File: config.mk
export PLATFORM = sky130hd
export DESIGN_NAME = bus_addr_dec_flat
export DESIGN_NICKNAME = d
export VERILOG_FILES = /design/src/rtl/bus_addr_dec_pkg.sv /design/src/rtl/bus_addr_dec_if.sv /design/src/rtl/bus_addr_dec_match.sv /design/src/rtl/bus_addr_dec.sv /design/src/flat_wrapper.sv
export SDC_FILE = /design/constraint.sdc
export NUM_CORES = 1
export LEC_CHECK = 0
export ABC_AREA = 1
export CORE_ASPECT_RATIO = 0.7
export CORE_MARGIN = 2
export CORE_UTILIZATION = 33
export DETAILED_ROUTE_END_ITERATION = 7
export GPL_ROUTABILITY_DRIVEN = 0
export GPL_TIMING_DRIVEN = 0
export PLACE_DENSITY = 0.63
export REMOVE_ABC_BUFFERS = 1
export SLEW_MARGIN = 20
export SYNTH_ARGS = -nofsm -noshare
export SYNTH_HDL_FRONTEND = slang
export SYNTH_SLANG_ARGS = --single-unit
File: constraint.sdc
create_clock -name clk -period 1.6 [get_ports clk]
set_input_delay 0.32 -clock clk [delete_from_list [all_inputs] [get_ports clk]]
set_output_delay 0.32 -clock clk [all_outputs]
set_load 0.05 [all_outputs]
File: src/rtl/bus_addr_dec_pkg.sv
// Shared types and constants for the bus address decoder.
package bus_addr_dec_pkg;

    typedef enum logic [1:0] {
        ST_IDLE   = 2'd0,
        ST_ACTIVE = 2'd1,
        ST_ERR    = 2'd2
    } state_t;

    // Default four-slave memory map, slave 0 in the LSBs.
    localparam logic [31:0] DEF_BASE = {8'h40, 8'h20, 8'h10, 8'h00};
    localparam logic [31:0] DEF_MASK = {8'hE0, 8'hE0, 8'hF0, 8'hF0};

    // One-hot vector with bit idx set; callers slice to their own width.
    function automatic logic [31:0] onehot(input int unsigned idx);
        onehot = 32'd1 << idx;
    endfunction

endpackage

File: src/rtl/bus_addr_dec_if.sv
// Master/slave bus signals seen by the address decoder.
interface bus_addr_dec_if #(
    parameter int AW = 8,
    parameter int NS = 4,
    parameter int CW = 8
);
    logic          M_req;
    logic [AW-1:0] M_addr;
    logic [NS-1:0] S_rdy;
    logic [NS-1:0] S_sel;
    logic          M_busy;
    logic          M_done;
    logic          M_err;
    logic [CW-1:0] err_cnt;

    // Decoder side.
    modport slave (
        input  M_req, M_addr, S_rdy,
        output S_sel, M_busy, M_done, M_err, err_cnt
    );

    // Master / environment side.
    modport master (
        output M_req, M_addr, S_rdy,
        input  S_sel, M_busy, M_done, M_err, err_cnt
    );
endinterface

File: src/rtl/bus_addr_dec_match.sv
// Combinational base/mask region match with lowest-index priority.
module bus_addr_match #(
    parameter int               AW   = 8,
    parameter int               NS   = 4,
    parameter logic [NS*AW-1:0] BASE = '0,
    parameter logic [NS*AW-1:0] MASK = '0,
    localparam int              IW   = (NS > 1) ? $clog2(NS) : 1
) (
    input  logic [AW-1:0] addr,
    output logic [NS-1:0] hit,
    output logic [IW-1:0] idx,
    output logic          any_hit
);

    // Per-region compare, then pick the lowest matching index.
    always_comb begin
        hit = '0;
        idx = '0;
        for (int i = 0; i < NS; i++) begin
            hit[i] = ((addr & MASK[i*AW +: AW]) == (BASE[i*AW +: AW] & MASK[i*AW +: AW]));
        end
        for (int i = NS - 1; i >= 0; i--) begin
            if (hit[i]) idx = IW'(i);
        end
        any_hit = |hit;
    end

endmodule

File: src/rtl/bus_addr_dec.sv
// Registered address decoder and transaction tracker.
//
//  state     | meaning
//  ST_IDLE   | waiting for M_req; decode sampled on request
//  ST_ACTIVE | slave selected, waiting for its ready or the timeout
//  ST_ERR    | one cycle before the error completion is reported
module bus_addr_dec
    import bus_addr_dec_pkg::*;
#(
    parameter int               AW      = 8,
    parameter int               NS      = 4,
    parameter logic [NS*AW-1:0] BASE    = DEF_BASE,
    parameter logic [NS*AW-1:0] MASK    = DEF_MASK,
    parameter int               TIMEOUT = 15,
    parameter int               CW      = 8
) (
    input  logic         clk,
    input  logic         reset_n,
    bus_addr_dec_if.slave bus
);

    localparam int IW       = (NS > 1) ? $clog2(NS) : 1;
    localparam int TW       = (TIMEOUT > 1) ? $clog2(TIMEOUT + 1) : 1;
    localparam int TMO_LAST = (TIMEOUT > 0) ? TIMEOUT - 1 : 0;

    state_t        state, state_nxt;
    logic [TW-1:0] timer, timer_nxt;
    logic [IW-1:0] idx_q, idx_nxt;
    logic [NS-1:0] sel_nxt;
    logic          busy_nxt, done_nxt, err_nxt;
    logic [CW-1:0] cnt_nxt;

    logic [NS-1:0] hit;
    logic [IW-1:0] match_idx;
    logic          any_hit;
    logic          rdy_sel;
    logic          timeout_hit;

    bus_addr_match #(
        .AW  (AW),
        .NS  (NS),
        .BASE(BASE),
        .MASK(MASK)
    ) u_match (
        .addr   (bus.M_addr),
        .hit    (hit),
        .idx    (match_idx),
        .any_hit(any_hit)
    );

    assign rdy_sel     = bus.S_rdy[idx_q];
    assign timeout_hit = (TIMEOUT != 0) && (timer == TW'(TMO_LAST));

    // Next-state and next-output decode; every output is registered below.
    always_comb begin
        state_nxt = state;
        timer_nxt = timer;
        idx_nxt   = idx_q;
        sel_nxt   = '0;
        done_nxt  = 1'b0;
        err_nxt   = 1'b0;
        cnt_nxt   = bus.err_cnt;
        case (state)
            ST_IDLE: begin
                if (bus.M_req) begin
                    if (any_hit) begin
                        state_nxt = ST_ACTIVE;
                        idx_nxt   = match_idx;
                        timer_nxt = '0;
                        // Restricting to hit lanes keeps a bad index from selecting a non-match.
                        sel_nxt   = hit & NS'(onehot(int'(match_idx)));
                    end else begin
                        state_nxt = ST_ERR;
                    end
                end
            end
            ST_ACTIVE: begin
                // Ready is checked first so it wins over a coincident timeout.
                if (rdy_sel) begin
                    state_nxt = ST_IDLE;
                    done_nxt  = 1'b1;
                end else if (timeout_hit) begin
                    state_nxt = ST_ERR;
                end else begin
                    timer_nxt = timer + TW'(1);
                    sel_nxt   = bus.S_sel;
                end
            end
            ST_ERR: begin
                state_nxt = ST_IDLE;
                done_nxt  = 1'b1;
                err_nxt   = 1'b1;
                if (bus.err_cnt != {CW{1'b1}}) cnt_nxt = bus.err_cnt + CW'(1);
            end
            default: state_nxt = ST_IDLE;
        endcase
        busy_nxt = (state_nxt != ST_IDLE);
    end

    // State, timer and output registers.
    always_ff @(posedge clk or negedge reset_n) begin
        if (!reset_n) begin
            state       <= ST_IDLE;
            timer       <= '0;
            idx_q       <= '0;
            bus.S_sel   <= '0;
            bus.M_busy  <= 1'b0;
            bus.M_done  <= 1'b0;
            bus.M_err   <= 1'b0;
            bus.err_cnt <= '0;
        end else begin
            state       <= state_nxt;
            timer       <= timer_nxt;
            idx_q       <= idx_nxt;
            bus.S_sel   <= sel_nxt;
            bus.M_busy  <= busy_nxt;
            bus.M_done  <= done_nxt;
            bus.M_err   <= err_nxt;
            bus.err_cnt <= cnt_nxt;
        end
    end

endmodule
File: src/flat_wrapper.sv
// flat-port wrapper written by rule: the top's interface ports become plain ports
module bus_addr_dec_flat import bus_addr_dec_pkg::*;
#(
    parameter int               AW      = 8,
    parameter int               NS      = 4,
    parameter logic [NS*AW-1:0] BASE    = DEF_BASE,
    parameter logic [NS*AW-1:0] MASK    = DEF_MASK,
    parameter int               TIMEOUT = 15,
    parameter int               CW      = 8
)
  (clk, reset_n, bus_M_req, bus_M_addr, bus_S_rdy, bus_S_sel, bus_M_busy, bus_M_done, bus_M_err, bus_err_cnt);
  bus_addr_dec_if #(.AW(AW), .NS(NS), .CW(CW)) bus_i ();
  input  logic clk;
  input  logic reset_n;
  input wire logic [$bits(bus_i.M_req)-1:0] bus_M_req;
  input wire logic [$bits(bus_i.M_addr)-1:0] bus_M_addr;
  input wire logic [$bits(bus_i.S_rdy)-1:0] bus_S_rdy;
  output wire logic [$bits(bus_i.S_sel)-1:0] bus_S_sel;
  output wire logic [$bits(bus_i.M_busy)-1:0] bus_M_busy;
  output wire logic [$bits(bus_i.M_done)-1:0] bus_M_done;
  output wire logic [$bits(bus_i.M_err)-1:0] bus_M_err;
  output wire logic [$bits(bus_i.err_cnt)-1:0] bus_err_cnt;
  assign bus_i.M_req = bus_M_req;
  assign bus_i.M_addr = bus_M_addr;
  assign bus_i.S_rdy = bus_S_rdy;
  assign bus_S_sel = bus_i.S_sel;
  assign bus_M_busy = bus_i.M_busy;
  assign bus_M_done = bus_i.M_done;
  assign bus_M_err = bus_i.M_err;
  assign bus_err_cnt = bus_i.err_cnt;
  bus_addr_dec #(.AW(AW), .NS(NS), .BASE(BASE), .MASK(MASK), .TIMEOUT(TIMEOUT), .CW(CW)) u_core (.clk(clk), .reset_n(reset_n), .bus(bus_i));
endmodule
Word level (Yosys, flattened, before mapping)
Index checks and enable logic that the tools add are counted.

Equal/unequal tests: 12. Divide/modulo/power cells: 0. Shift operators: 1. Multiplexer cells: 24. Bitwise operators: 1. Multipliers: 0. Reductions and logical operators: 8. Order comparisons: 1. $add $sub $neg: 2.

Operators by type and width (count): 4-bit two-way mux (8); 2-bit two-way mux (8); 4-bit case mux with 2 select lines (2); 8-bit by 1-bit adder with 8-bit output (second input constant) (1); 8-bit zero test (1); 8-bit inequality test (second input constant) (1); 2-bit inequality test (second input constant) (3); 5-bit AND reduction (1); 4-bit by 1-bit adder with 4-bit output (second input constant) (1); 4-bit bitwise AND (1); 4-bit by 1-bit equality test with 1-bit output (second input constant) (1); 4-bit equality test (second input constant) (1); 2-bit case mux with 2 select lines (1); 2-bit nonzero test (2); 4-bit OR reduction (1); 1-bit by 2-bit << shifter with 4-bit output (first input constant) (1); 3-bit by 1-bit equality test with 1-bit output (second input constant) (1); 3-bit by 2-bit equality test with 1-bit output (second input constant) (1); 2-bit by 3-bit < comparator with 1-bit output (second input constant) (1); 1-bit two-way mux (3); 3-bit by 1-bit inequality test with 1-bit output (second input constant) (1); 3-bit AND reduction (1); 1-bit binary-select mux with 2-bit select (1); 2-bit by 1-bit equality test with 1-bit output (second input constant) (1); 5 further kinds (5).

Bits in registers: 23. Memories: 0. Bits in read-only memories: 0. Bits in writable memories: 0. Logic and storage cells: 57. Output and inout bits: 15. Bits of input ports: 15. Latch bits: 0.

Longest topological paths before layout
Gate-level depths: netlist of the first run.

Word-level depth: 10. Mapped depth: 10. Mapped depth without buffers: 10.

By module
From an unflattened synthesis of the first run, not the netlist that was laid out.

Cells, all modules: 171. Area, all modules: 1302.5 um^2.

Modules (own cells, without submodules): bus_addr_dec (seq. area each 575.6 um^2, times used 1, area each 1238.7 um^2, cells an instance 155); bus_addr_match (seq. area each 0.0 um^2, times used 1, area each 63.8 um^2, cells an instance 16).

Worst setup path after synthesis of the first run
Ideal clock, no wire load.

Path kind: register -> register. Start: register u_core.bus.err_cnt[0]. End: register u_core.bus.err_cnt[3]. Path buffers: 0. Setup slack: -0.010 ns. Arrival: 1.544 ns. Stages on the path, launching flop included: 8. Setup time: 0.066 ns. Clock period less this slack: 1.610 ns. Data required time: 1.534 ns. Path through: dfrtp_1 ha_1 inv_1 nor3_4 nand2_2 nand2_4 nand2_1 nand2_1.

Cells in the longest elaborated chain, start to end: 2. Elaborated cells between the ends (all ways): 3. Those cells by class: add/sub (1); eq/ne (1); reduce/logical (1).

RTL lines: start: declaration (line bus_addr_dec_if.sv:19) `output S_sel, M_busy, M_done, M_err, err_cnt`; start signal: assignment (line bus_addr_dec.sv:119) `bus.err_cnt <= cnt_nxt;`; branches (longest 2 deep; another with 8-bit by 1-bit adder with 8-bit output).

Parallel ways; which one is timed is not known. A chain may end at the register's enable or synchronous reset.

Worst setup path in the final report of the first run
Start: register u_core.bus.err_cnt[6]. End: output port bus_err_cnt[6].

RTL lines: end: declaration (line flat_wrapper.sv:22) `output wire logic [$bits(bus_i.err_cnt)-1:0] bus_err_cnt;`.

No word-level cell between the ends.

==> flow_metrics.env, run 1 <==
export IMPL_grt_max_degree=24
export IMPL_worstRegToRegCells=7
export IMPL_antenna_cells=0
export IMPL_netlist_area_um2=1350
export IMPL_antenna_found_initial=0
export IMPL_cts_tree="built"
export IMPL_final_cell_mix="nand2_1 (74), dfrtp_1 (23), nor2_1 (17), inv_1 (16), nand3_1 (14)"
export IMPL_cp_startpoint="u_core.bus.err_cnt[6]"
export IMPL_postCtsSetupRepairBufs=0
export IMPL_crit_chain="dlygate4sd2_1"
export IMPL_cp_buffers_inverters=1
export IMPL_root_buffer="clkbuf_8"
export IMPL_ys_seq_area_frac=0.426
export IMPL_wirelength_um=2900
export IMPL_dr_pass1_iters=4
export IMPL_ant_nets=0
export IMPL_outcome="completed"
export IMPL_holdBufCountCts=0
export IMPL_grt_total_usage=0.137
export IMPL_multiInputGateArea_um2=727
export IMPL_syn_to_final_growth_pct=25.4
export IMPL_rows=19
export IMPL_cts_buffer_depth=2
export IMPL_synth_compound_area_frac=0.0268
export IMPL_drv_cap=0
export IMPL_vias=1186
export IMPL_critPathCaptureType="primary output"
export IMPL_critical_path_class="reg -> out"
export IMPL_final_setup_viol_count=0
export IMPL_die_w_um=80.5
export IMPL_num_nets_final=233
export IMPL_cellLeakagePower_nw=0.916
export IMPL_path_delay_family="buffers and inverters"
export IMPL_finalPower_w=0.00249
export IMPL_fin_hold_ws_ns=0.0145
export IMPL_synth_cells=183
export IMPL_final_area_um2=1700
export IMPL_first_iter_violations=61
export IMPL_finalCriticalPeriod_ns=1.55
export IMPL_synthSimpleGateAreaFrac=0.412
export IMPL_cp_depth=1
export IMPL_start_kind="register"
export IMPL_post_drt_wl_per_cell_um=11.0
export IMPL_ys_warnings_count=0
export IMPL_drc=0
export IMPL_clkTransAtPathRegs_ns=0.08
export IMPL_synth_top_family_by_area="simple AND/OR/NAND/NOR gates"
export IMPL_worstHoldPathType="in -> async"
export IMPL_r2r_start="u_core.bus.err_cnt[0]"
export IMPL_final_common_cell="nand2_1"
export IMPL_power_density_nw_per_um2=1470
export IMPL_dieArea_um2=4640
export IMPL_finalSetupTns_ns=0
export IMPL_dieHeight_um=57.6
export IMPL_cts_resized=18
export IMPL_fill_cells=398
export IMPL_synth_xor_area_share=0.0194
export IMPL_portBuffers=25
export IMPL_required_ns=1.28
export IMPL_overflow=0
export IMPL_finalHoldViolations=0
export IMPL_placedCellCount=259
export IMPL_cp_arrival_ns=1.23
export IMPL_avgSynthCellArea_um2=7.39
export IMPL_path_max_fanout=5
export IMPL_start_util=0.345
export IMPL_clk_latency_ns=0.27
export IMPL_htreeDepth=1
export IMPL_tightest_slew_ns=0.514
export IMPL_max_stage_delay_ns=0.55
export IMPL_skew_ns=0.00368
export IMPL_slew_limit_headroom=0.657
export IMPL_first_global_vias=1025
export IMPL_fin_cells=263
export IMPL_cp_endpoint="bus_err_cnt[6]"
export IMPL_io_pins=30
export IMPL_synthAdderAreaFrac=0.0555
export IMPL_synth_seq_cells=23
export IMPL_ir_drop_uv=873
export IMPL_clock_sinks=23
export IMPL_grt_pass1_wl_um=4730
export IMPL_cts_buffers=3
export IMPL_timing_rr_end="u_core.bus.err_cnt[1]"
export IMPL_post_drt_via_cell_ratio=4.51
export IMPL_regArea_um2=576
export IMPL_core_area_um2=3920
export IMPL_critPathSlowestCell="dlygate4sd2_1"
export IMPL_ys_types=22
export IMPL_hpwl_um=2170
export IMPL_ff2ff_setup_slack_ns=0.13
export IMPL_maxSlewViolCount=0
export IMPL_drive_above_1_share=0.118
export IMPL_postPlaceCellArea_um2=1660
export IMPL_synth_mux_area_frac=0
export IMPL_fmax_mhz=646
export IMPL_fin_crit_sh=0.968
[area by class of cell]
type                            count  area share
Tap cell                           52      0.0383
Sequential cell                    23       0.339
Multi-Input combinational cell    139       0.428
Inverter                           20      0.0442
Timing Repair Buffer               25       0.123
Clock buffer                        4      0.0265
[flip-flops by register name (all words and copies together), names as in the netlist]
signal and count:
u_core.state 2, u_core.bus.M_done 1, u_core.bus.S_sel 4, u_core.idx_q 2, u_core.bus.err_cnt 8, u_core.bus.M_err 1
u_core.bus.M_busy 1, u_core.timer 4
[how the worst min path moves through the flow]
| stage | from | to | slack [ns] | cells past startpoint |
|---|---|---|---|---|
| floorplan | reset_n | u_core.bus.M_busy | 0.02 | 0 |
| global placement | u_core.bus.err_cnt[1] | u_core.bus.err_cnt[1] | 0.53 | 2 |
| detailed placement | u_core.bus.S_sel[2] | u_core.bus.S_sel[2] | 0.52 | 2 |
| CTS | u_core.bus.S_sel[3] | u_core.bus.S_sel[3] | 0.54 | 2 |
| global route | reset_n | u_core.bus.err_cnt[1] | 0.05 | 1 |
| finish | reset_n | u_core.bus.err_cnt[1] | 0.01 | 1 |
[per-stage QoR]
step / utilization / setup WS, ns
global placement: 0.423 / -0.0508
CTS: 0.431 / 0.00419
finish: 0.433 / 0.0516
global route: 0.433 / -0.00900
detailed placement: 0.423 / -0.0557
floorplan: - / -0.00982
[synth_stat cells]
cell / instances / area [um^2]
nand2_1: 74 / 278
dfrtp_1: 23 / 576
inv_1: 18 / 67.6
nor2_1: 17 / 63.8
nand3_1: 14 / 70.1
nand4_1: 7 / 43.8
ha_1: 6 / 75.1
nand2_2: 4 / 25.0
xor2_1: 3 / 26.3
a21oi_1: 2 / 10.0
inv_2: 2 / 7.51
nand3b_1: 2 / 15.0
o21ai_0: 2 / 10.0
a21boi_0: 1 / 7.51
a21oi_2: 1 / 8.76
buf_4: 1 / 7.51
nand2_4: 1 / 11.3
nand3_2: 1 / 10.0
nor2_2: 1 / 6.26
nor2_4: 1 / 11.3
nor3_4: 1 / 16.3
or2_1: 1 / 6.26
[metal layers]
layer	global-route usage	vias to the layer above	share of wire
met5	0	-	0
met4	0.0581	0	0.018
met3	0.0427	5	0.036
li1	-	630	-
met2	0.182	15	0.41
met1	0.202	536	0.53
[logic make-up after synthesis]
group	after synthesis
AOI/OAI and AO/OA	6
xor gates and xnor gates	3
adders and majority gates	6
buffers and inverters	21
DFF	23
and+or+nand+nor	124
[report_power, final]
part | internal [W] | switching (W)
logic | 0.000379 | 0.000860
clock network | 0.000178 | 0.000186
registers | 0.000730 | 0.000159
total | 0.00129 | 0.00120
No activity file was read; power rests on OpenSTA's default activity.
==> inputs of run 2 (changes only) <==
- CORE_MARGIN: 2 -> 1
==> flow_metrics.env, run 2 (synthesis gave the netlist of run 1 again) <==
export IMPL_outcome="completed"
export IMPL_multiInputGateArea_um2=712
export IMPL_reg_top3="u_core.bus.err_cnt (8), u_core.bus.S_sel (4), u_core.timer (4)"
export IMPL_start_util=0.345
export IMPL_clock_sinks=23
export IMPL_fill_cells=408
export IMPL_post_drt_via_cell_ratio=4.59
export IMPL_max_stage_delay_ns=0.55
export IMPL_fin_crit_sh=0.971
export IMPL_die_w_um=78.5
export IMPL_drc=0
export IMPL_final_area_um2=1700
export IMPL_cp_startpoint="u_core.bus.err_cnt[5]"
export IMPL_drive_above_1_share=0.0948
export IMPL_syn_to_final_growth_pct=25.7
export IMPL_fmax_mhz=644
export IMPL_num_nets_final=233
export IMPL_cts_tree="built"
export IMPL_postPlaceCellArea_um2=1660
export IMPL_critPathCaptureType="primary output"
export IMPL_finalCriticalPeriod_ns=1.55
export IMPL_required_ns=1.28
export IMPL_worstHoldPathType="in -> async"
export IMPL_root_buffer="clkbuf_8"
export IMPL_path_max_fanout=6
export IMPL_ant_nets=0
export IMPL_first_global_vias=1007
export IMPL_antenna_found_initial=0
export IMPL_cellLeakagePower_nw=0.916
export IMPL_clk_latency_ns=0.26
export IMPL_power_density_nw_per_um2=1440
export IMPL_first_iter_violations=46
export IMPL_grt_total_usage=0.137
export IMPL_portBuffers=25
export IMPL_dieArea_um2=4360
export IMPL_cts_buffer_depth=2
export IMPL_post_drt_wl_per_cell_um=10.6
export IMPL_tightest_slew_ns=0.535
export IMPL_cts_buffers=3
export IMPL_grt_pass1_wl_um=4650
export IMPL_finalPower_w=0.00244
export IMPL_final_setup_viol_count=0
export IMPL_antenna_cells=0
export IMPL_cp_buffers_inverters=1
export IMPL_overflow=0
export IMPL_largest_reg_flops=8
export IMPL_holdBufCountCts=0
export IMPL_crit_chain="dlygate4sd2_1"
export IMPL_core_area_um2=3920
export IMPL_htreeDepth=1
export IMPL_critPathSlowestCell="dlygate4sd2_1"
export IMPL_drv_cap=0
export IMPL_vias=1206
export IMPL_maxSlewViolCount=0
export IMPL_critical_path_class="reg -> out"
export IMPL_dr_pass1_iters=4
export IMPL_regMostFlops="u_core.bus.err_cnt"
export IMPL_regArea_um2=576
export IMPL_rsz0062_at_grt="yes"
export IMPL_final_common_cell="nand2_1"
export IMPL_r2r_start="u_core.state[0]"
export IMPL_ir_drop_uv=927
export IMPL_io_pins=30
export IMPL_final_cell_mix="nand2_1 (74), dfrtp_1 (23), inv_1 (18), nor2_1 (16), nand3_1 (14)"
export IMPL_slew_limit_headroom=0.643
export IMPL_finalHoldViolations=0
export IMPL_grt_max_degree=24
export IMPL_skew_ns=0.00555
export IMPL_path_delay_family="buffers and inverters"
export IMPL_rows=19
export IMPL_hpwl_um=2020
export IMPL_cp_arrival_ns=1.23
export IMPL_clkTransAtPathRegs_ns=0.08
export IMPL_wirelength_um=2800
export IMPL_dieHeight_um=55.6
export IMPL_start_kind="register"
-- run 2: cell count changes in the layout (fill, tap and decap cells not counted), sizes merged --
cell	delta
clkbuf	-4
dlygate4sd2	+1
clkdlybuf4s15	+3
-- run 2: final cells by class --
type | count | share of cell area
Multi-Input combinational cell | 139 | 0.419
Sequential cell | 23 | 0.338
Timing Repair Buffer | 25 | 0.134
Inverter | 20 | 0.0442
Tap cell | 52 | 0.0383
Clock buffer | 4 | 0.0265
-- run 2: routing by layer --
layer / global-route usage / up-vias / share of wire
li1: - / 634 / -
met1: 0.203 / 548 / 0.54
met2: 0.191 / 19 / 0.41
met3: 0.0314 / 5 / 0.037
met4: 0.0556 / 0 / 0.017
met5: 0 / - / 0
-- run 2: power breakdown --
| part | switching [W] | internal, W | leakage [nW] |
|---|---|---|---|
| Clock | 0.000183 | 0.000178 | 0.0228 |
| Combinational | 0.000848 | 0.000361 | 0.587 |
| Sequential | 0.000144 | 0.000729 | 0.307 |
| Total | 0.00118 | 0.00127 | 0.916 |
-- run 2: timing repair --
action / 4_1_cts / 5_1_grt
setup buffers: 0 / 0
gates resized for setup: 16 / 9
setup endpoints to repair: 19 / 11
-- run 2: path summary, 6_finish.rpt --
kind | cells past startpoint | slack [ns] | endpoint
worst min-delay path | 1 | 0.03 | u_core.bus.err_cnt[1]
worst min register to register | 2 | 0.54 | u_core.bus.S_sel[0]
worst max register to register | 9 | 0.11 | u_core.timer[0]
max in group asynchronous | 1 | 1.21 | u_core.bus.err_cnt[0]
worst max-delay path | 1 | 0.05 | bus_err_cnt[5]
min in group clk | 2 | 0.54 | u_core.bus.S_sel[0]
-- run 2: through the flow --
step	worst slack (ns)	hold WS [ns]	utilization	TNS (ns)	std cells
2_1_floorplan	-0.00982	0.0244	-	-0.0611	182
3_3_place_gp	-0.0686	0.531	0.423	-1.56	259
3_5_place_dp	-0.0522	0.521	0.423	-1.27	259
4_1_cts	0.0137	0.549	0.431	0	263
5_1_grt	-0.0219	0.0547	0.433	-0.0827	263
6_report	0.0467	0.0295	0.433	0	263
